$ cat config.mk
export PLATFORM = sky130hd
export DESIGN_NAME = csi_rx_link_ctrl
export DESIGN_NICKNAME = d
export VERILOG_FILES = /design/src/rtl/csi_rx_link_ctrl.sv
export SDC_FILE = /design/constraint.sdc
export NUM_CORES = 1
export LEC_CHECK = 0
export CORE_ASPECT_RATIO = 1.1
export CORE_MARGIN = 2
export CORE_UTILIZATION = 51
export DETAILED_ROUTE_END_ITERATION = 6
export GPL_ROUTABILITY_DRIVEN = 0
export PLACE_DENSITY_LB_ADDON = 0.25
export SETUP_SLACK_MARGIN = 0.3
export SLEW_MARGIN = 20
export SYNTH_ARGS = -nofsm -noshare
export SYNTH_HDL_FRONTEND = slang
export SYNTH_SLANG_ARGS = --single-unit
export TNS_END_PERCENT = 30
$ cat constraint.sdc
create_clock -name clock -period 2.5 [get_ports clock]
set_input_delay 0.25 -clock clock [delete_from_list [all_inputs] [get_ports clock]]
set_output_delay 0.25 -clock clock [all_outputs]
set_load 0.02 [all_outputs]
$ cat src/rtl/csi_rx_link_ctrl.sv
// CSI-2 receive per-packet sequencer (word_clk domain): LP/HS entry,
// sync hunt, lane skew check, packet sizing, burst end and error counters.
//
// Ports:
//   clock, areset_n      word clock, async active-low reset
//   enable               0 forces IDLE on the next edge
//   lp_detect            lanes in LP state (level)
//   lanes_valid[LANES]   per-lane valid from the byte aligners
//   header_valid/long/len decoded packet header strobe and fields
//   word_strobe          one 32-bit word from the combiner
//   wait_for_sync        aligners/combiner hunt for sync
//   packet_done          1-cycle re-arm pulse at packet end
//   state_dbg            current state encoding
//   err_*_cnt            saturating skew/header-timeout/abort counters
module csi_rx_link_ctrl #(
  parameter int LANES       = 2,
  parameter int SETTLE_CYC  = 4,
  parameter int SKEW_MAX    = 2,
  parameter int HDR_TIMEOUT = 8,
  parameter int MAX_LEN     = 8192
) (
  input  logic             clock,
  input  logic             areset_n,
  input  logic             enable,
  input  logic             lp_detect,
  input  logic [LANES-1:0] lanes_valid,
  input  logic             header_valid,
  input  logic             header_long,
  input  logic [15:0]      header_len,
  input  logic             word_strobe,
  output logic             wait_for_sync,
  output logic             packet_done,
  output logic [2:0]       state_dbg,
  output logic [7:0]       err_skew_cnt,
  output logic [7:0]       err_hdr_cnt,
  output logic [7:0]       err_abort_cnt
);

  typedef enum logic [2:0] {
    S_IDLE    = 3'd0,
    S_SETTLE  = 3'd1,
    S_SYNC    = 3'd2,
    S_HEADER  = 3'd3,
    S_PAYLOAD = 3'd4,
    S_DONE    = 3'd5,
    S_LP_WAIT = 3'd6
  } state_t;

  localparam logic [7:0]  SETTLE_LD = 8'(SETTLE_CYC - 1);
  localparam logic [7:0]  SKEW_LIM  = 8'(SKEW_MAX);
  localparam logic [7:0]  HDR_LIM   = 8'(HDR_TIMEOUT);
  localparam logic [14:0] LEN_LIM15 = 15'(MAX_LEN);
  localparam logic [15:0] LEN_LIM   = 16'(MAX_LEN);
  localparam logic [15:0] PAY_LIM   = 16'(MAX_LEN * 2 - 1);

  state_t      r_state;
  logic [7:0]  r_settle;
  logic        r_skew_on;
  logic [7:0]  r_skew_cnt;
  logic [7:0]  r_hdr_cnt;
  logic [15:0] r_words;
  logic [15:0] r_pay_cyc;
  logic        r_wsync;
  logic        r_done;
  logic [7:0]  r_err_skew;
  logic [7:0]  r_err_hdr;
  logic [7:0]  r_err_abort;

  state_t      w_state;
  logic [7:0]  w_settle;
  logic        w_skew_on;
  logic [7:0]  w_skew_cnt;
  logic [7:0]  w_skew_now;
  logic [7:0]  w_hdr_cnt;
  logic [15:0] w_words;
  logic [15:0] w_pay_cyc;
  logic        w_inc_skew;
  logic        w_inc_hdr;
  logic        w_inc_abort;
  logic        w_live;
  logic        w_all;
  logic        w_any;
  logic [14:0] w_len_words;
  logic [15:0] w_words_ld;

  assign w_all = &lanes_valid;
  assign w_any = |lanes_valid;

  assign w_live = (r_state == S_SYNC)
               || (r_state == S_HEADER)
               || (r_state == S_PAYLOAD);

  // payload bytes + 2 CRC bytes, rounded up to whole 32-bit words
  assign w_len_words =
    15'(({1'b0, header_len} + 17'd5) >> 2);

  assign w_words_ld = (w_len_words > LEN_LIM15)
                    ? LEN_LIM
                    : {1'b0, w_len_words};

  // first lane-valid cycle counts as 0
  assign w_skew_now = r_skew_on ? (r_skew_cnt + 8'd1) : 8'd0;

  always_comb begin
    w_state     = r_state;
    w_settle    = r_settle;
    w_skew_on   = r_skew_on;
    w_skew_cnt  = r_skew_cnt;
    w_hdr_cnt   = r_hdr_cnt;
    w_words     = r_words;
    w_pay_cyc   = r_pay_cyc;
    w_inc_skew  = 1'b0;
    w_inc_hdr   = 1'b0;
    w_inc_abort = 1'b0;

    if (!enable) begin
      w_state = S_IDLE;
    end else if (w_live && lp_detect) begin
      // early LP return beats completion and timeouts
      w_state     = S_DONE;
      w_inc_abort = 1'b1;
    end else begin
      unique case (r_state)
        S_IDLE: begin
          w_skew_on = 1'b0;
          if (!lp_detect) begin
            w_state  = S_SETTLE;
            w_settle = SETTLE_LD;
          end
        end
        S_SETTLE: begin
          w_skew_on = 1'b0;
          if (lp_detect) begin
            w_state = S_IDLE;
          end else if (r_settle == 8'd0) begin
            w_state = S_SYNC;
          end else begin
            w_settle = r_settle - 8'd1;
          end
        end
        S_SYNC: begin
          if (r_skew_on || w_any) begin
            w_skew_on  = 1'b1;
            w_skew_cnt = w_skew_now;
            if (w_all && (w_skew_now <= SKEW_LIM)) begin
              w_state   = S_HEADER;
              w_hdr_cnt = 8'd0;
            end else if (w_skew_now > SKEW_LIM) begin
              w_state    = S_DONE;
              w_inc_skew = 1'b1;
            end
          end
        end
        S_HEADER: begin
          if (header_valid) begin
            if (header_long) begin
              w_state   = S_PAYLOAD;
              w_words   = w_words_ld;
              w_pay_cyc = 16'd0;
            end else begin
              w_state = S_DONE;
            end
          end else if (r_hdr_cnt == HDR_LIM) begin
            w_state   = S_DONE;
            w_inc_hdr = 1'b1;
          end else begin
            w_hdr_cnt = r_hdr_cnt + 8'd1;
          end
        end
        S_PAYLOAD: begin
          w_pay_cyc = r_pay_cyc + 16'd1;
          if (word_strobe) begin
            w_words = r_words - 16'd1;
          end
          if (word_strobe && (r_words == 16'd1)) begin
            w_state = S_DONE;
          end else if (r_pay_cyc == PAY_LIM) begin
            w_state = S_DONE;
          end
        end
        S_DONE: begin
          w_state = lp_detect ? S_IDLE : S_LP_WAIT;
        end
        S_LP_WAIT: begin
          if (lp_detect) begin
            w_state = S_IDLE;
          end
        end
        default: begin
          w_state = S_IDLE;
        end
      endcase
    end
  end

  always_ff @(posedge clock or negedge areset_n) begin
    if (!areset_n) begin
      r_state     <= S_IDLE;
      r_settle    <= 8'd0;
      r_skew_on   <= 1'b0;
      r_skew_cnt  <= 8'd0;
      r_hdr_cnt   <= 8'd0;
      r_words     <= 16'd0;
      r_pay_cyc   <= 16'd0;
      r_wsync     <= 1'b1;
      r_done      <= 1'b0;
      r_err_skew  <= 8'd0;
      r_err_hdr   <= 8'd0;
      r_err_abort <= 8'd0;
    end else begin
      r_state    <= w_state;
      r_settle   <= w_settle;
      r_skew_on  <= w_skew_on;
      r_skew_cnt <= w_skew_cnt;
      r_hdr_cnt  <= w_hdr_cnt;
      r_words    <= w_words;
      r_pay_cyc  <= w_pay_cyc;
      r_wsync    <= (w_state == S_IDLE)
                 || (w_state == S_SETTLE)
                 || (w_state == S_SYNC);
      r_done     <= (w_state == S_DONE);
      if (w_inc_skew && (r_err_skew != 8'hFF)) begin
        r_err_skew <= r_err_skew + 8'd1;
      end
      if (w_inc_hdr && (r_err_hdr != 8'hFF)) begin
        r_err_hdr <= r_err_hdr + 8'd1;
      end
      if (w_inc_abort && (r_err_abort != 8'hFF)) begin
        r_err_abort <= r_err_abort + 8'd1;
      end
    end
  end

  assign wait_for_sync = r_wsync;
  assign packet_done   = r_done;
  assign state_dbg     = r_state;
  assign err_skew_cnt  = r_err_skew;
  assign err_hdr_cnt   = r_err_hdr;
  assign err_abort_cnt = r_err_abort;

endmodule

Word level (Yosys, flattened, before mapping)
Index checks and enable logic that the tools add are counted.
Operators by class
  add/sub/neg operators: 9
  $mul: 0
  div/mod/pow operators: 0
  magnitude comparators: 3
  eq/ne operators: 25
  shift operators: 0
  multiplexer cells: 49
  bitwise logic cells: 1
  reductions and logical operators: 27
Operators with widths (number)
  16-bit two-way mux: 5
  8-bit two-way mux: 8
  16-bit case mux with 2 select lines: 2
  3-bit two-way mux: 14
  8-bit by 1-bit adder with 8-bit output, second input constant: 5
  8-bit case mux with 2 select lines: 2
  8-bit != test, second input constant: 3
  3-bit case mux with 7 select lines: 1
  16-bit by 3-bit adder with 17-bit output, second input constant: 1
  16-bit by 1-bit adder with 16-bit output, second input constant: 1
  16-bit by 1-bit == test with 1-bit output, second input constant: 1
  16-bit by 14-bit == test with 1-bit output, second input constant: 1
  2-bit != test, second input constant: 8
  16-bit by 1-bit subtractor with 16-bit output, second input constant: 1
  15-bit by 14-bit > comparator with 1-bit output, second input constant: 1
  1-bit two-way mux: 15
  15-bit two-way mux: 1
  3-bit == test, second input constant: 4
  6-bit AND reduction: 2
  3-bit by 2-bit == test with 1-bit output, second input constant: 3
  8-bit by 4-bit == test with 1-bit output, second input constant: 1
  8-bit by 2-bit > comparator with 1-bit output, second input constant: 1
  8-bit by 2-bit <= comparator with 1-bit output, second input constant: 1
  8-bit logical NOT: 1
  14 further kinds: 31
Word-level totals
  register bits after elaboration: 86
  latch bits: 0
  bits in writable memories: 0
  bits in read-only memories: 0
  input port bits: 25
  output and inout bits: 29
  memories kept: 0

Depth between registers and ports, before layout
  word-level depth: 12
  gate-level depth with buffers: 10

Worst setup path before layout
Ideal clock, no wire load.
  path kind: register to register
  start: register r_state[2], in the netlist state_dbg[2]
  end: register r_err_skew[1], in the netlist err_skew_cnt[1]
  library setup time: 125 ps
  arrival: 2173 ps
  slack: 202 ps
  stages on the path, launching flop included: 8
  path buffers: 2
  clock period less this slack: 2298 ps
  path through: dfrtp_1 > buf_2 > nor3b_2 > o21ai_1 > buf_2 > nand3_1 > a311oi_2 > mux2_2
On the way
  word-level cells in the longest chain between the ends: 7
  elaborated cells on any way between the ends: 10
Ends and longest elaborated chain
  start: declaration: RTL line 56  | state_t r_state;
  start signal: assignment: RTL line 211  | r_state <= w_state;
  3-bit by 2-bit == test with 1-bit output, on equally long branches: RTL line 89, 123, 90
  1-bit logical OR: RTL line 90  | || (r_state == S_HEADER)
  1-bit logical OR: RTL line 91  | || (r_state == S_PAYLOAD);
  1-bit logical AND: RTL line 118  | end else if (w_live && lp_detect) begin
  1-bit two-way mux *: RTL line 118
  1-bit two-way mux *: RTL line 116  | if (!enable) begin
  1-bit logical AND *: RTL line 222  | if (w_inc_skew && (r_err_skew != 8'hFF)) begin
  end signal: assignment: RTL line 223  | r_err_skew <= r_err_skew + 8'd1;
  end: declaration: RTL line 65  | logic [7:0] r_err_skew;
Mark *: on every way between the ends. The rest lies on a longest branch, timed or not.
A chain may end at the register's enable or synchronous reset.

Worst setup path after layout
  start: register r_skew_cnt[1]
  end: register r_hdr_cnt[4]
On the way
  word-level cells in the longest chain between the ends: 6
Ends and longest elaborated chain
  start: declaration: RTL line 59  | logic [7:0] r_skew_cnt;
  start signal: assignment: RTL line 214  | r_skew_cnt <= w_skew_cnt;
  8-bit by 1-bit adder with 8-bit output: RTL line 102  | assign w_skew_now = r_skew_on ? (r_skew_cnt + 8'd1) : 8'd0;
  8-bit two-way mux: RTL line 102
  8-bit by 2-bit <= comparator with 1-bit output: RTL line 145  | if (w_all && (w_skew_now <= SKEW_LIM)) begin
  1-bit logical AND: RTL line 145
  2-bit by 1-bit != test with 1-bit output (no source line)
  7-bit AND reduction (no source line)
  end signal: assignment: RTL line 215  | r_hdr_cnt <= w_hdr_cnt;
  end: declaration: RTL line 60  | logic [7:0] r_hdr_cnt;
No other way between the ends.

==> summary.txt <==
Floorplan
  • Number of I/O pins: 54
  • Die width: 97.3 µm
  • Core Rows: 37
  • Placeable core area: 9350 µm²
  • DIE HEIGHT: 107 µm
  • Initial Util: 52.2%
  • Die Outline Area: 10400 µm²

Critical path
  • CP Capture Point: r_hdr_cnt[4]
  • Buf/Inv on CP: 0
  • Critical path endpoint category: flop
  • CP required: 2.80 ns
  • CP cell instances: ha_4, nand3_4, o31a_1, a32o_2, o31ai_4, o2111ai_4, or4b_1, nand2_1
  • Crit path kind: flop to flop
  • Reg2reg end: r_hdr_cnt[4]
  • CP delay by family, top: compound AO/OA/AOI/OAI gates
  • R2r setup slk: 0.16 ns
  • CP max stage delay: 0.55 ns
  • Worst Setup Start Kind: flop
  • RR Startpoint: r_skew_cnt[1]
  • Worst EP arrival: 2.64 ns
  • Worst reg2reg path depth: 8
  • Crit path depth: 8
  • Critical path origin: r_skew_cnt[1]
  • Slowest CP cell: or4b_1
  • CP Max Fanout: 5

Logic synthesis
  • Mapped Cells: 536
  • Synth cell types: 63
  • Area share of the largest cell type after synthesis: 43.6%
  • Syn_nets: 572
  • Mapped Area: 4880 µm²
  • Async SR Flop Fraction: 100%
  • Warnings, synthesis: 0
  • Post-synthesis register bit count: 86
  • EDFF count, synth: 0
  • Ys flop type: dfrtp_1
  • Top cells by area, synth: dfrtp_1 44%, o21ai_0 4.8%, nand2_1 4.4%
  • Cell taking the most area after synthesis: dfrtp_1
  • Post-synthesis sequential area ratio: 44.1%
  • Syn Area/Cell: 9.11 µm²

GRT
  • Antenna violations before repair: 0
  • Pin count of the biggest net entering global routing: 51
  • Grt total ovfl: 0
  • First-pass GRT wire length: 19100 µm
  • Tot GR Track Use: 22.2%
  • Vias in the first global route: 4270

Drt
  • DRC errors left: 0
  • DR pass1 iterations: 5
  • Final ANT Viol Nets: 0
  • Drt wl/cell: 15.2 µm
  • Initial drt markers: 231
  • WL final: 11400 µm
  • DR vias/cell: 5.88
  • Via Count: 4407

STA
  • Min Clock Period, post-route: 2.34 ns
  • RSZ-0062 raised after global routing: yes
  • Hold Violations, Final: 0
  • Max_slew headroom: 56.3%
  • Fmax: 427 MHz
  • Actual slew at the worst max-slew pin: 0.656 ns
  • Final setup fails: 0
  • Clk_skew: 0.0132 ns
  • TNS Setup: 0 ns
  • Fin crit share: 93.8%
  • Fin. max-slew vios: 0

Final layout
  • Layout net count: 664
  • Antenna cell count: 0
  • Synth-to-layout area growth: 27.4%
  • Non-filler cells, final: 750
  • Layout cells sized above 1: 17.1%

Clock network
  • Maximum buffer depth of the clock tree: 2
  • Clock sinks: 86
  • Clock root buffer: clkbuf_8
  • Clk_lat worst skew: 0.36 ns
  • Worst-path clk slew: 0.09 ns
  • TritonCTS clock tree: yes
  • H-tree levels: 3
  • CTS Buf Count: 9

Placed design
  • Final HPWL DP: 7970 µm
  • Cells after DPL: 714
  • IO Port Bufs: 53

Min path
  • Hold Path Class: input port to asynchronous set/reset pin

Power
  • PwrDens: 457 nW/µm²
  • Leak pwr: 2.70 nW
  • Peak supply drop: 0.000328 V

Run status
  • Status: finished, final reports clean

Job
  • Max cap viols: 0
what timing repair did:
item,CTS,global route
buffers inserted,13,6
resized for setup,16,29
hold endpoints to repair,47,0
pin swaps,19,8
hold buffers,1,0
setup endpoints to repair,33,58
worst min-delay path by stage:
stage                     slack, ns      from  cells past startpoint                to
after floorplan               -0.05  areset_n                      0  err_abort_cnt[0]
after global placement         0.32  areset_n                      1     r_skew_cnt[5]
after detailed placement       0.33  areset_n                      1     r_skew_cnt[5]
after CTS                      0.46  areset_n                      2     r_skew_cnt[5]
after global routing           0.51  areset_n                      2     r_skew_cnt[2]
final                          0.46  areset_n                      2     r_skew_cnt[5]
through the flow:
stage	instance area [µm²]	util [%]	power, mW	hold slack [ns]	setup WS (ns)
5_1_grt	6220	66.5	2.98	0.509	0.0491
6_report	6220	66.5	2.84	0.456	0.155
2_1_floorplan	4930	-	1.71	-0.0456	0.248
4_1_cts	6070	64.9	2.86	0.463	0.185
3_3_place_gp	5700	61.0	1.88	0.316	0.145
3_5_place_dp	5700	61.0	1.89	0.327	0.0573
logic make-up (layout without fill, tap and decap cells):
family / Yosys count / after routing / synth area share [%]
xor gates and xnor gates: 48 / 48 / 8.61
and+or+nand+nor: 239 / 239 / 25.3
AOI/OAI and AO/OA: 119 / 119 / 15.8
adders and majority gates: 11 / 11 / 2.82
buffers and inverters: 30 / 127 / 2.67
DFF: 86 / 86 / 44.1
muxes: 3 / 3 / 0.692
final cells by class:
cell class,count,area [µm²]
clock buffer,10,128
clock inverter,6,62.6
fill,763,3130
inverter,14,52.6
multi-input combinational,420,2800
sequential,86,2160
tap,117,146
timing repair buffer,97,872
worst register-to-register path, stage by stage, from the launching register on:
cell,delay [ns]
dfrtp_1,0.40
ha_4,0.17
nand3_4,0.08
o31a_1,0.25
a32o_2,0.24
o31ai_4,0.30
o2111ai_4,0.21
or4b_1,0.55
nand2_1,0.08
power by group:
part	leakage (nW)	internal, mW	switching, mW
Sequential	1.16	1.44	0.0654
Combinational	1.44	0.177	0.211
Clock	0.100	0.460	0.491
sequential cells by signal, summed over array words and instances (netlist names):
| signal | flops |
|---|---|
| r_skew_cnt | 8 |
| packet_done | 1 |
| r_hdr_cnt | 8 |
| wait_for_sync | 1 |
| r_settle | 8 |
| r_skew_on | 1 |
| err_skew_cnt | 8 |
| err_abort_cnt | 8 |
| r_pay_cyc | 16 |
| r_words | 16 |
| err_hdr_cnt | 8 |
| state_dbg | 3 |
synth_stat cells, drive strengths merged, types with 11 or more instances:
master	count
a21oi	19
and3	13
dfrtp	85
ha	11
inv	14
nand2	57
nand3	28
nand4	20
nor2	56
nor3	17
o21ai	55
xnor2	24
xor2	24
metal layers:
| metal | vias to the layer above | global-route usage, % | routed length [µm] |
|---|---|---|---|
| met5 | - | 0 | 0 |
| met4 | 0 | 7.94 | 184 |
| met3 | 26 | 4.63 | 585 |
| met2 | 113 | 36.6 | 5510 |
| met1 | 2154 | 29.2 | 5150 |
| li1 | 2114 | - | - |
cells in the final DEF, fill, tap and decap left out, types with 8 or more instances in the layout:
cell and n:
nor2_1 55, ha_1 9, clkdlybuf4s50_1 52, and3_1 12
o21ai_0 41, nand3_1 26, nor2b_1 8, a21oi_1 19
xnor2_1 23, xor2_1 24, nor3_1 16, buf_4 41
inv_1 14, nand2_1 55, nand4_1 20, dfrtp_1 80
clkbuf_8 9, o21ai_1 11
No activity file was read; power rests on OpenSTA's default activity.
